$ cat src/rtl/fabric_pkg.sv
// Shared types and the standard address map for the data-side bus fabric.
// Latency: n/a (types and constants only).
// Backpressure: n/a.
package fabric_pkg;

    // One entry per accepted request, recording where its response must come from.
    typedef struct packed {
        logic       unmapped;
        logic [3:0] idx;
    } fifo_entry_t;

    // Standard memory map
    localparam logic [31:0] ADDR_BASE_RAM    = 32'h0000_0000;
    localparam logic [31:0] ADDR_MASK_RAM    = 32'hFFF0_0000;
    localparam logic [31:0] ADDR_BASE_IO     = 32'h8000_0000;
    localparam logic [31:0] ADDR_MASK_IO     = 32'hFFFF_F000;
    localparam logic [31:0] ADDR_BASE_UART0  = 32'h8000_1000;
    localparam logic [31:0] ADDR_MASK_UART0  = 32'hFFFF_F000;
    localparam logic [31:0] ADDR_BASE_TIMER  = 32'h8000_2000;
    localparam logic [31:0] ADDR_MASK_TIMER  = 32'hFFFF_F000;
    localparam logic [31:0] ADDR_BASE_TIMER1 = 32'h8000_3000;
    localparam logic [31:0] ADDR_MASK_TIMER1 = 32'hFFFF_F000;

endpackage

$ cat src/rtl/data_bus_fabric_if.sv
// Bus bundle between the CPU data port, the fabric and the slave channels.
// Latency: n/a (wires only).
// Backpressure: req/gnt on both sides; responses are not back-pressured.
// Modports: master = environment (core drives m_* requests, slaves drive s_* responses);
//           slave  = the fabric itself.
interface data_bus_fabric_if #(
    parameter int NUM_SLV = 6,
    parameter int AW      = 32,
    parameter int DW      = 32
);
    logic                         m_req;
    logic                         m_gnt;
    logic                         m_we;
    logic [DW/8-1:0]              m_be;
    logic [AW-1:0]                m_addr;
    logic [DW-1:0]                m_wdata;
    logic                         m_rvalid;
    logic [DW-1:0]                m_rdata;
    logic                         m_err;

    logic [NUM_SLV-1:0]           s_req;
    logic [NUM_SLV-1:0]           s_gnt;
    logic [NUM_SLV-1:0]           s_rvalid;
    logic [NUM_SLV-1:0][DW-1:0]   s_rdata;
    logic [NUM_SLV-1:0]           s_err;
    logic                         s_we;
    logic [DW/8-1:0]              s_be;
    logic [AW-1:0]                s_addr;
    logic [DW-1:0]                s_wdata;

    modport master (
        output m_req, m_we, m_be, m_addr, m_wdata,
        output s_gnt, s_rvalid, s_rdata, s_err,
        input  m_gnt, m_rvalid, m_rdata, m_err,
        input  s_req, s_we, s_be, s_addr, s_wdata
    );

    modport slave (
        input  m_req, m_we, m_be, m_addr, m_wdata,
        input  s_gnt, s_rvalid, s_rdata, s_err,
        output m_gnt, m_rvalid, m_rdata, m_err,
        output s_req, s_we, s_be, s_addr, s_wdata
    );
endinterface

$ cat src/rtl/fabric_order_fifo.sv
// Small synchronous FIFO holding the response order of outstanding requests.
// Latency: a pushed entry is visible at head/tail the cycle after the push.
// Backpressure: push is ignored when full, pop ignored when empty; caller gates on full/empty.
// Ports: clk, rst (sync, active-high), push/push_dat, pop, head_dat, tail_dat, full, empty, count.
module fabric_order_fifo #(
    parameter int DEPTH = 2,
    parameter int WIDTH = 5
) (
    input  logic                         clk,
    input  logic                         rst,
    input  logic                         push,
    input  logic [WIDTH-1:0]             push_dat,
    input  logic                         pop,
    output logic [WIDTH-1:0]             head_dat,
    output logic [WIDTH-1:0]             tail_dat,
    output logic                         full,
    output logic                         empty,
    output logic [$clog2(DEPTH+1)-1:0]   count
);
    localparam int PW = (DEPTH > 1) ? $clog2(DEPTH) : 1;
    localparam int CW = $clog2(DEPTH+1);

    logic [WIDTH-1:0] mem [DEPTH];
    logic [PW-1:0]    wr_ptr;
    logic [PW-1:0]    rd_ptr;
    logic [WIDTH-1:0] tail_q;
    logic             do_push;
    logic             do_pop;

    // Explicit wrap so non-power-of-two depths also work.
    function automatic logic [PW-1:0] ptr_inc(input logic [PW-1:0] p);
        return (p == PW'(DEPTH-1)) ? '0 : p + 1'b1;
    endfunction

    assign full     = (count == CW'(DEPTH));
    assign empty    = (count == '0);
    assign do_push  = push && !full;
    assign do_pop   = pop && !empty;
    assign head_dat = mem[rd_ptr];
    assign tail_dat = tail_q;

    always_ff @(posedge clk) begin
        if (do_push) begin
            mem[wr_ptr] <= push_dat;
        end
    end

    always_ff @(posedge clk) begin
        if (rst) begin
            wr_ptr <= '0;
            rd_ptr <= '0;
            count  <= '0;
            tail_q <= '0;
        end else begin
            if (do_push) begin
                wr_ptr <= ptr_inc(wr_ptr);
                tail_q <= push_dat;
            end
            if (do_pop) begin
                rd_ptr <= ptr_inc(rd_ptr);
            end
            count <= count + CW'(do_push) - CW'(do_pop);
        end
    end
endmodule

$ cat src/rtl/data_bus_fabric.sv
// Data-side interconnect: decodes CPU requests by base/mask onto NUM_SLV slaves, returns responses in order.
// Latency: request and mapped response paths are combinational; unmapped error 1 cycle after grant.
// Backpressure: m_gnt withheld when MAX_OUT outstanding, on a slave switch until drained, or during a timeout abort.
// Ports: clk, rst (sync, active-high), bus (fabric side of data_bus_fabric_if),
//        tmo_flag (sticky timeout indicator), tmo_slv (index of last slave that timed out).
module data_bus_fabric
    import fabric_pkg::*;
#(
    parameter int NUM_SLV = 6,
    parameter int AW      = 32,
    parameter int DW      = 32,
    parameter int MAX_OUT = 2,
    parameter int TIMEOUT = 1023,
    parameter logic [NUM_SLV-1:0][AW-1:0] SLV_BASE = {32'hFFFF_FFFF, ADDR_BASE_TIMER1, ADDR_BASE_TIMER,
                                                      ADDR_BASE_UART0, ADDR_BASE_IO, ADDR_BASE_RAM},
    parameter logic [NUM_SLV-1:0][AW-1:0] SLV_MASK = {32'hFFFF_FFFF, ADDR_MASK_TIMER1, ADDR_MASK_TIMER,
                                                      ADDR_MASK_UART0, ADDR_MASK_IO, ADDR_MASK_RAM}
) (
    input  logic                clk,
    input  logic                rst,
    data_bus_fabric_if.slave    bus,
    output logic                tmo_flag,
    output logic [3:0]          tmo_slv
);
    localparam int CW  = $clog2(MAX_OUT+1);
    localparam int DCW = $clog2(MAX_OUT+1);
    localparam int TW  = (TIMEOUT > 1) ? $clog2(TIMEOUT+1) : 1;

    fifo_entry_t                  new_entry;
    fifo_entry_t                  head;
    fifo_entry_t                  tail;
    logic                         fifo_full;
    logic                         fifo_empty;
    logic [CW-1:0]                out_cnt;
    logic                         mapped;
    logic [3:0]                   sel;
    logic                         sel_gnt;
    logic                         allowed;
    logic                         gnt;
    logic                         push;
    logic                         pop;
    logic                         head_map;
    logic                         hd_rvalid;
    logic                         hd_err;
    logic [DW-1:0]                hd_rdata;
    logic                         hd_disc;
    logic                         fwd;
    logic                         resp_unm;
    logic                         tmo_abort;
    logic [TW-1:0]                tmo_cnt;
    logic [NUM_SLV-1:0][DCW-1:0]  disc;
    logic [NUM_SLV-1:0]           disc_inc;
    logic [NUM_SLV-1:0]           disc_dec;
    logic [NUM_SLV-1:0]           s_req_c;

    // Address decode: descending scan so the lowest matching index wins.
    always_comb begin
        mapped = 1'b0;
        sel    = '0;
        for (int i = NUM_SLV-1; i >= 0; i--) begin
            if ((bus.m_addr & SLV_MASK[i]) == SLV_BASE[i]) begin
                mapped = 1'b1;
                sel    = 4'(i);
            end
        end
        new_entry.unmapped = !mapped;
        new_entry.idx      = sel;
    end

    // Mux the selected slave's grant and the head slave's response.
    always_comb begin
        sel_gnt   = 1'b0;
        hd_rvalid = 1'b0;
        hd_err    = 1'b0;
        hd_rdata  = '0;
        hd_disc   = 1'b0;
        for (int i = 0; i < NUM_SLV; i++) begin
            if (sel == 4'(i)) begin
                sel_gnt = bus.s_gnt[i];
            end
            if (head.idx == 4'(i)) begin
                hd_rvalid = bus.s_rvalid[i];
                hd_err    = bus.s_err[i];
                hd_rdata  = bus.s_rdata[i];
                hd_disc   = (disc[i] != '0);
            end
        end
    end

    assign head_map = !rst && (out_cnt != '0) && !head.unmapped;
    // A slave still owing a response to an aborted request cannot answer the current head.
    assign fwd      = head_map && hd_rvalid && !hd_disc;
    assign resp_unm = !rst && !fifo_empty && head.unmapped;
    // A genuine response in the deadline cycle beats the abort.
    assign tmo_abort = (TIMEOUT != 0) && head_map && !fwd && (tmo_cnt == TW'(TIMEOUT));
    assign pop       = fwd || resp_unm || tmo_abort;

    // Only one target may be in flight at a time, so responses can never reorder.
    assign allowed = !rst && !fifo_full && (fifo_empty || (tail == new_entry)) && !tmo_abort;
    assign gnt     = bus.m_req && allowed && (mapped ? sel_gnt : 1'b1);
    assign push    = gnt;

    always_comb begin
        s_req_c = '0;
        for (int i = 0; i < NUM_SLV; i++) begin
            s_req_c[i] = bus.m_req && allowed && mapped && (sel == 4'(i));
        end
    end

    assign bus.s_req    = s_req_c;
    assign bus.m_gnt    = gnt;
    assign bus.m_rvalid = pop;
    assign bus.m_rdata  = fwd ? hd_rdata : '0;
    assign bus.m_err    = fwd ? hd_err : (resp_unm || tmo_abort);
    assign bus.s_we     = bus.m_we;
    assign bus.s_be     = bus.m_be;
    assign bus.s_addr   = bus.m_addr;
    assign bus.s_wdata  = bus.m_wdata;

    fabric_order_fifo #(
        .DEPTH (MAX_OUT),
        .WIDTH ($bits(fifo_entry_t))
    ) u_fifo (
        .clk      (clk),
        .rst      (rst),
        .push     (push),
        .push_dat (new_entry),
        .pop      (pop),
        .head_dat (head),
        .tail_dat (tail),
        .full     (fifo_full),
        .empty    (fifo_empty),
        .count    (out_cnt)
    );

    // Pushing into an empty FIFO starts the count so the deadline lands TIMEOUT cycles after grant.
    always_ff @(posedge clk) begin
        if (rst) begin
            tmo_cnt <= '0;
        end else if (pop) begin
            tmo_cnt <= '0;
        end else if (head_map || (fifo_empty && push)) begin
            tmo_cnt <= tmo_cnt + 1'b1;
        end
    end

    always_comb begin
        disc_inc = '0;
        disc_dec = '0;
        for (int i = 0; i < NUM_SLV; i++) begin
            disc_inc[i] = tmo_abort && (head.idx == 4'(i));
            disc_dec[i] = bus.s_rvalid[i] && (disc[i] != '0);
        end
    end

    always_ff @(posedge clk) begin
        if (rst) begin
            disc     <= '0;
            tmo_flag <= 1'b0;
            tmo_slv  <= '0;
        end else begin
            for (int i = 0; i < NUM_SLV; i++) begin
                disc[i] <= disc[i] + DCW'(disc_inc[i]) - DCW'(disc_dec[i]);
            end
            if (tmo_abort) begin
                tmo_flag <= 1'b1;
                tmo_slv  <= head.idx;
            end
        end
    end
endmodule

$ cat src/flat_wrapper.sv
// flat-port wrapper written by rule: the top's interface ports become plain ports
module data_bus_fabric_flat import fabric_pkg::*;
#(
    parameter int NUM_SLV = 6,
    parameter int AW      = 32,
    parameter int DW      = 32,
    parameter int MAX_OUT = 2,
    parameter int TIMEOUT = 1023,
    parameter logic [NUM_SLV-1:0][AW-1:0] SLV_BASE = {32'hFFFF_FFFF, ADDR_BASE_TIMER1, ADDR_BASE_TIMER,
                                                      ADDR_BASE_UART0, ADDR_BASE_IO, ADDR_BASE_RAM},
    parameter logic [NUM_SLV-1:0][AW-1:0] SLV_MASK = {32'hFFFF_FFFF, ADDR_MASK_TIMER1, ADDR_MASK_TIMER,
                                                      ADDR_MASK_UART0, ADDR_MASK_IO, ADDR_MASK_RAM}
)
  (clk, rst, tmo_flag, tmo_slv, bus_m_req, bus_m_we, bus_m_be, bus_m_addr, bus_m_wdata, bus_s_gnt, bus_s_rvalid, bus_s_rdata, bus_s_err, bus_m_gnt, bus_m_rvalid, bus_m_rdata, bus_m_err, bus_s_req, bus_s_we, bus_s_be, bus_s_addr, bus_s_wdata);
  data_bus_fabric_if #(.NUM_SLV(NUM_SLV), .AW(AW), .DW(DW)) bus_i ();
  input  logic clk;
  input  logic rst;
  output logic tmo_flag;
  output logic [3:0] tmo_slv;
  input wire logic [$bits(bus_i.m_req)-1:0] bus_m_req;
  input wire logic [$bits(bus_i.m_we)-1:0] bus_m_we;
  input wire logic [$bits(bus_i.m_be)-1:0] bus_m_be;
  input wire logic [$bits(bus_i.m_addr)-1:0] bus_m_addr;
  input wire logic [$bits(bus_i.m_wdata)-1:0] bus_m_wdata;
  input wire logic [$bits(bus_i.s_gnt)-1:0] bus_s_gnt;
  input wire logic [$bits(bus_i.s_rvalid)-1:0] bus_s_rvalid;
  input wire logic [$bits(bus_i.s_rdata)-1:0] bus_s_rdata;
  input wire logic [$bits(bus_i.s_err)-1:0] bus_s_err;
  output wire logic [$bits(bus_i.m_gnt)-1:0] bus_m_gnt;
  output wire logic [$bits(bus_i.m_rvalid)-1:0] bus_m_rvalid;
  output wire logic [$bits(bus_i.m_rdata)-1:0] bus_m_rdata;
  output wire logic [$bits(bus_i.m_err)-1:0] bus_m_err;
  output wire logic [$bits(bus_i.s_req)-1:0] bus_s_req;
  output wire logic [$bits(bus_i.s_we)-1:0] bus_s_we;
  output wire logic [$bits(bus_i.s_be)-1:0] bus_s_be;
  output wire logic [$bits(bus_i.s_addr)-1:0] bus_s_addr;
  output wire logic [$bits(bus_i.s_wdata)-1:0] bus_s_wdata;
  assign bus_i.m_req = bus_m_req;
  assign bus_i.m_we = bus_m_we;
  assign bus_i.m_be = bus_m_be;
  assign bus_i.m_addr = bus_m_addr;
  assign bus_i.m_wdata = bus_m_wdata;
  assign bus_i.s_gnt = bus_s_gnt;
  assign bus_i.s_rvalid = bus_s_rvalid;
  assign bus_i.s_rdata = bus_s_rdata;
  assign bus_i.s_err = bus_s_err;
  assign bus_m_gnt = bus_i.m_gnt;
  assign bus_m_rvalid = bus_i.m_rvalid;
  assign bus_m_rdata = bus_i.m_rdata;
  assign bus_m_err = bus_i.m_err;
  assign bus_s_req = bus_i.s_req;
  assign bus_s_we = bus_i.s_we;
  assign bus_s_be = bus_i.s_be;
  assign bus_s_addr = bus_i.s_addr;
  assign bus_s_wdata = bus_i.s_wdata;
  data_bus_fabric #(.NUM_SLV(NUM_SLV), .AW(AW), .DW(DW), .MAX_OUT(MAX_OUT), .TIMEOUT(TIMEOUT), .SLV_BASE(SLV_BASE), .SLV_MASK(SLV_MASK)) u_core (.clk(clk), .rst(rst), .bus(bus_i), .tmo_flag(tmo_flag), .tmo_slv(tmo_slv));
endmodule
$ cat config.mk
export PLATFORM = sky130hd
export DESIGN_NAME = data_bus_fabric_flat
export DESIGN_NICKNAME = d
export VERILOG_FILES = /design/src/rtl/fabric_pkg.sv /design/src/rtl/data_bus_fabric_if.sv /design/src/rtl/fabric_order_fifo.sv /design/src/rtl/data_bus_fabric.sv /design/src/flat_wrapper.sv
export SDC_FILE = /design/constraint.sdc
export NUM_CORES = 1
export LEC_CHECK = 0
export ABC_AREA = 1
export BUFFER_PORTS_ARGS = -buffer_cell sky130_fd_sc_hd__buf_2
export CAP_MARGIN = 10
export CELL_PAD_IN_SITES_DETAIL_PLACEMENT = 1
export CELL_PAD_IN_SITES_GLOBAL_PLACEMENT = 2
export CORE_MARGIN = 2
export CORE_UTILIZATION = 18
export CTS_BUF_LIST = sky130_fd_sc_hd__clkbuf_8
export DETAILED_ROUTE_END_ITERATION = 16
export PLACE_DENSITY_LB_ADDON = 0.1
export RECOVER_POWER = 25
export SYNTH_ARGS = -nofsm -noshare
export SYNTH_HDL_FRONTEND = slang
export SYNTH_SLANG_ARGS = --single-unit
$ cat constraint.sdc
create_clock -name clk -period 3.5 [get_ports clk]
set_input_delay 0.7 -clock clk [delete_from_list [all_inputs] [get_ports clk]]
set_output_delay 0.7 -clock clk [all_outputs]
set_load 0.02 [all_outputs]
==> flow_results.xml <==
<?xml version="1.0" encoding="UTF-8"?>
<metrics>
  <group name="setup_path">
    <metric name="end_kind" unit="">primary output</metric>
    <metric name="critical_path.startpoint_type" unit="">register</metric>
    <metric name="timing_worst_setup_path_type" unit="">reg2out</metric>
    <metric name="crit_path_cell_trace" unit="">o21ai_2, inv_2, nor2_2, buf_4, a221o_1, o21ai_0, a41oi_1, buf_2</metric>
    <metric name="kind_of_cell_adding_the_most_delay_to_the_critical_path" unit="">compound AO/OA/AOI/OAI gates</metric>
    <metric name="critPathMaxStageDelay" unit="ns">0.47</metric>
    <metric name="path_max_fanout" unit="">8</metric>
    <metric name="cp.arrival" unit="ns">2.57</metric>
    <metric name="cpMaxStageDelayCell" unit="">nor2_2</metric>
    <metric name="worstPathBufferInverterCount" unit="">3</metric>
    <metric name="critical_path_required" unit="ns">2.80</metric>
  </group>
  <group name="synth">
    <metric name="number_of_instances_in_the_synthesized_netlist" unit="">747</metric>
    <metric name="yosys.area.top_type" unit="">dfxtp_1</metric>
    <metric name="synth.yosys.seq_area_share" unit="%">20.16</metric>
    <metric name="synth.top_cell.area_share" unit="%">15.01</metric>
    <metric name="synth_warnings" unit="">0</metric>
    <metric name="ys_types" unit="">40</metric>
    <metric name="synth-seq-cells" unit="">43</metric>
    <metric name="post_synthesis_mux_area_share" unit="%">0</metric>
    <metric name="ys_top_cells_by_area" unit="">dfxtp_1 15%, nand2_1 13%, buf_4 12%, nor2_1 9.3%, edfxtp_1 5.1%</metric>
    <metric name="synth_fp_nets" unit="">1044</metric>
    <metric name="synth_compound_gate_area_share" unit="%">19.16</metric>
    <metric name="async_flop_share" unit="%">0</metric>
    <metric name="synth-simple-area-share" unit="%">34.12</metric>
    <metric name="synthTopCellsByCount" unit="">166 x nand2_1, 116 x nor2_1, 72 x buf_4</metric>
    <metric name="yosys.cell_count.top_type" unit="">nand2_1</metric>
    <metric name="synth_top_family_by_area" unit="">simple AND/OR/NAND/NOR gates</metric>
    <metric name="synth-adder-area-share" unit="%">4.020</metric>
    <metric name="mappedNetlistArea" unit="sq um">4668</metric>
    <metric name="synth-edff-count" unit="">8</metric>
    <metric name="synth-xor-area-share" unit="%">3.002</metric>
    <metric name="synth_top_flop_cell" unit="">dfxtp_1</metric>
    <metric name="syn-mean-instance-area" unit="sq um">6.249</metric>
  </group>
  <group name="final_layout">
    <metric name="layout-area-overhead-vs-synth" unit="%">37.26</metric>
    <metric name="fin_nets" unit="">1295</metric>
    <metric name="drive_gt1_share" unit="%">38.24</metric>
    <metric name="fillerInstances" unit="">3329</metric>
    <metric name="area_occupied_by_multi_input_gates" unit="sq um">2859</metric>
    <metric name="layout.cells.non_filler" unit="">1338</metric>
    <metric name="area.sequential" unit="sq um">942.2</metric>
  </group>
  <group name="die">
    <metric name="num_io_pins" unit="">397</metric>
    <metric name="initial_utilization" unit="%">18.43</metric>
    <metric name="fp.dieArea" unit="sq um">27240</metric>
    <metric name="num_rows" unit="">58</metric>
    <metric name="die_y" unit="microns">165.0</metric>
    <metric name="core_region_area" unit="sq um">25330</metric>
    <metric name="chipWidth" unit="microns">165.0</metric>
  </group>
  <group name="timing">
    <metric name="final_period_utilization" unit="%">93.42</metric>
    <metric name="max_slew_violation_count" unit="">0</metric>
    <metric name="timing.max_slew.rel_slack" unit="%">63.88</metric>
    <metric name="rsz0062_at_grt" unit="">false</metric>
    <metric name="hold_viol" unit="">0</metric>
    <metric name="clock_skew" unit="ns">0.004481</metric>
    <metric name="totalNegativeSetupSlack" unit="ns">0</metric>
    <metric name="maxClockFrequency" unit="MHz">305.8</metric>
    <metric name="finalCriticalPeriod" unit="ns">3.270</metric>
    <metric name="finalSetupViolCount" unit="">0</metric>
    <metric name="tightest_slew" unit="ns">0.5412</metric>
  </group>
  <group name="cts">
    <metric name="max-clock-path-buffers" unit="">2</metric>
    <metric name="cts_max_level" unit="">2</metric>
    <metric name="clock_insertion_delay_worst_skew" unit="ns">0.30</metric>
    <metric name="cts_tree" unit="">done</metric>
    <metric name="cts_inserted_buffers" unit="">5</metric>
    <metric name="cts.sink_count" unit="">43</metric>
    <metric name="cts.reportedPaths.clkPinSlew" unit="ns">0.09</metric>
    <metric name="holdBufCountCts" unit="">0</metric>
    <metric name="cts.root.buffer_cell" unit="">clkbuf_8</metric>
  </group>
  <group name="global_route">
    <metric name="antenna_found_initial" unit="">9</metric>
    <metric name="grt_max_degree" unit="">35</metric>
    <metric name="grt_use_total" unit="%">16.75</metric>
    <metric name="global_route_congestion_overflow_total" unit="">0</metric>
    <metric name="grt_first_pass_wirelength" unit="mm">34.77</metric>
    <metric name="number_of_global_route_vias_before_repair" unit="">5881</metric>
  </group>
  <group name="placement">
    <metric name="numPlacedInstances" unit="">1320</metric>
    <metric name="place_congestion" unit="">0.8138</metric>
    <metric name="io_buffer_count" unit="">321</metric>
    <metric name="post-dp-hpwl" unit="mm">20.01</metric>
  </group>
  <group name="job">
    <metric name="cap_viol_max_count" unit="">0</metric>
  </group>
  <group name="pwr">
    <metric name="ir_worst_vdd" unit="uV">186.4</metric>
    <metric name="static-leakage-power" unit="uW">0.003148</metric>
    <metric name="power.density" unit="nW/um^2">407.4</metric>
  </group>
  <group name="routing">
    <metric name="finalWirelength" unit="mm">24.38</metric>
    <metric name="drt.antenna.violating_nets" unit="">0</metric>
    <metric name="number_of_drc_markers_after_the_initial_detailed_route_iteration" unit="">318</metric>
    <metric name="remaining_drc_errors" unit="">0</metric>
    <metric name="wl_per_instance" unit="microns">18.22</metric>
    <metric name="vias_per_cell" unit="">4.365</metric>
    <metric name="via_count" unit="">5840</metric>
    <metric name="detail_route.first_pass.iterations" unit="">4</metric>
  </group>
  <group name="min_path">
    <metric name="hold_class" unit="">reg2reg</metric>
  </group>
  <group name="outcome">
    <metric name="status" unit="">complete, no violations</metric>
  </group>
</metrics>
==> power by group <==
| group | switching [uW] | leakage (uW) | internal, uW |
|---|---|---|---|
| Sequential | 48.4 | 0.000357 | 564 |
| Clock | 185 | 0.0000608 | 208 |
| Combinational | 992 | 0.00273 | 612 |
| Total | 1230 | 0.00315 | 1380 |
==> area by class of cell <==
class / instances / share of cell area (%)
Timing Repair Buffer: 340 / 28.06
Inverter: 71 / 4.159
Multi-Input combinational cell: 537 / 44.62
Tap cell: 330 / 6.444
Antenna cell: 9 / 0.3515
Clock inverter: 3 / 0.5858
Sequential cell: 43 / 14.70
Clock buffer: 5 / 1.074
==> flip-flops by register name, indices dropped and copies added, names as in the netlist, named ones only <==
register                flops
u_core.u_fifo.rd_ptr        1
u_core.u_fifo.mem           8
u_core.tmo_flag             1
u_core.disc                12
u_core.u_fifo.count         2
u_core.tmo_slv              3
u_core.u_fifo.wr_ptr        1
u_core.u_fifo.tail_dat      4
u_core.tmo_cnt             10
==> cells in the final DEF (no fill, tap or decap), drive strengths merged, types with 2 or more instances in the layout <==
| master | count |
|---|---|
| a211oi | 2 |
| a21oi | 47 |
| a221o | 8 |
| a221oi | 13 |
| a22oi | 13 |
| a41oi | 8 |
| buf | 337 |
| clkbuf | 8 |
| dfxtp | 35 |
| diode | 9 |
| edfxtp | 8 |
| ha | 15 |
| inv | 73 |
| nand2 | 172 |
| nand3 | 47 |
| nand4 | 16 |
| nor2 | 122 |
| nor3 | 6 |
| nor4 | 2 |
| o211ai | 12 |
| o21ai | 32 |
| xnor2 | 3 |
| xor2 | 13 |
==> final timing paths <==
kind,from,end,slack [ns],cells past startpoint
worst max-delay path,register,bus_m_rdata[16],0.23,8
worst max register to register,u_core.tmo_cnt[0],u_core.u_fifo.count[1],0.68,15
worst min-delay path,u_core.disc[5],u_core.disc[5],0.46,1
worst min register to register,u_core.disc[5],u_core.disc[5],0.46,1
==> timing repair <==
item                       CTS  global route
setup endpoints to repair    0            18
resized for setup            0            11
buffers inserted             0             1
==> cell families (layout without fill, tap and decap cells) <==
kind of cell | Yosys count | in the layout
simple gates | 367 | 367
buf+inv | 167 | 419
compound gates | 138 | 138
flops | 43 | 43
xor+xnor | 16 | 16
fa+ha+maj | 15 | 15
other cells | 1 | 10
==> metal layers <==
layer  vias to the layer above  global-route usage (%)  wire length, microns
met1                      2698                   20.01                 10170
met3                        13                   4.269                  1862
met2                       195                   30.02                 12190
li1                       2932                       -                     -
met5                         -                       0                    13
met4                         2                   3.676                   133
==> through the flow <==
step                hold slack (ns)  area (sq um)  setup slack, ns  util, %  power, uW
floorplan                    0.4225          4668           0.2420        -       1718
global placement             0.4408          6238           0.1143    24.63       2253
detailed placement           0.4454          6238          0.04533    24.63       2261
CTS                          0.4612          6345          0.05205    25.05       2670
global route                 0.4772          6400         0.007127    25.27       2861
finish                       0.4614          6407           0.2302    25.30       2610
No activity file was read; power rests on OpenSTA's default activity.
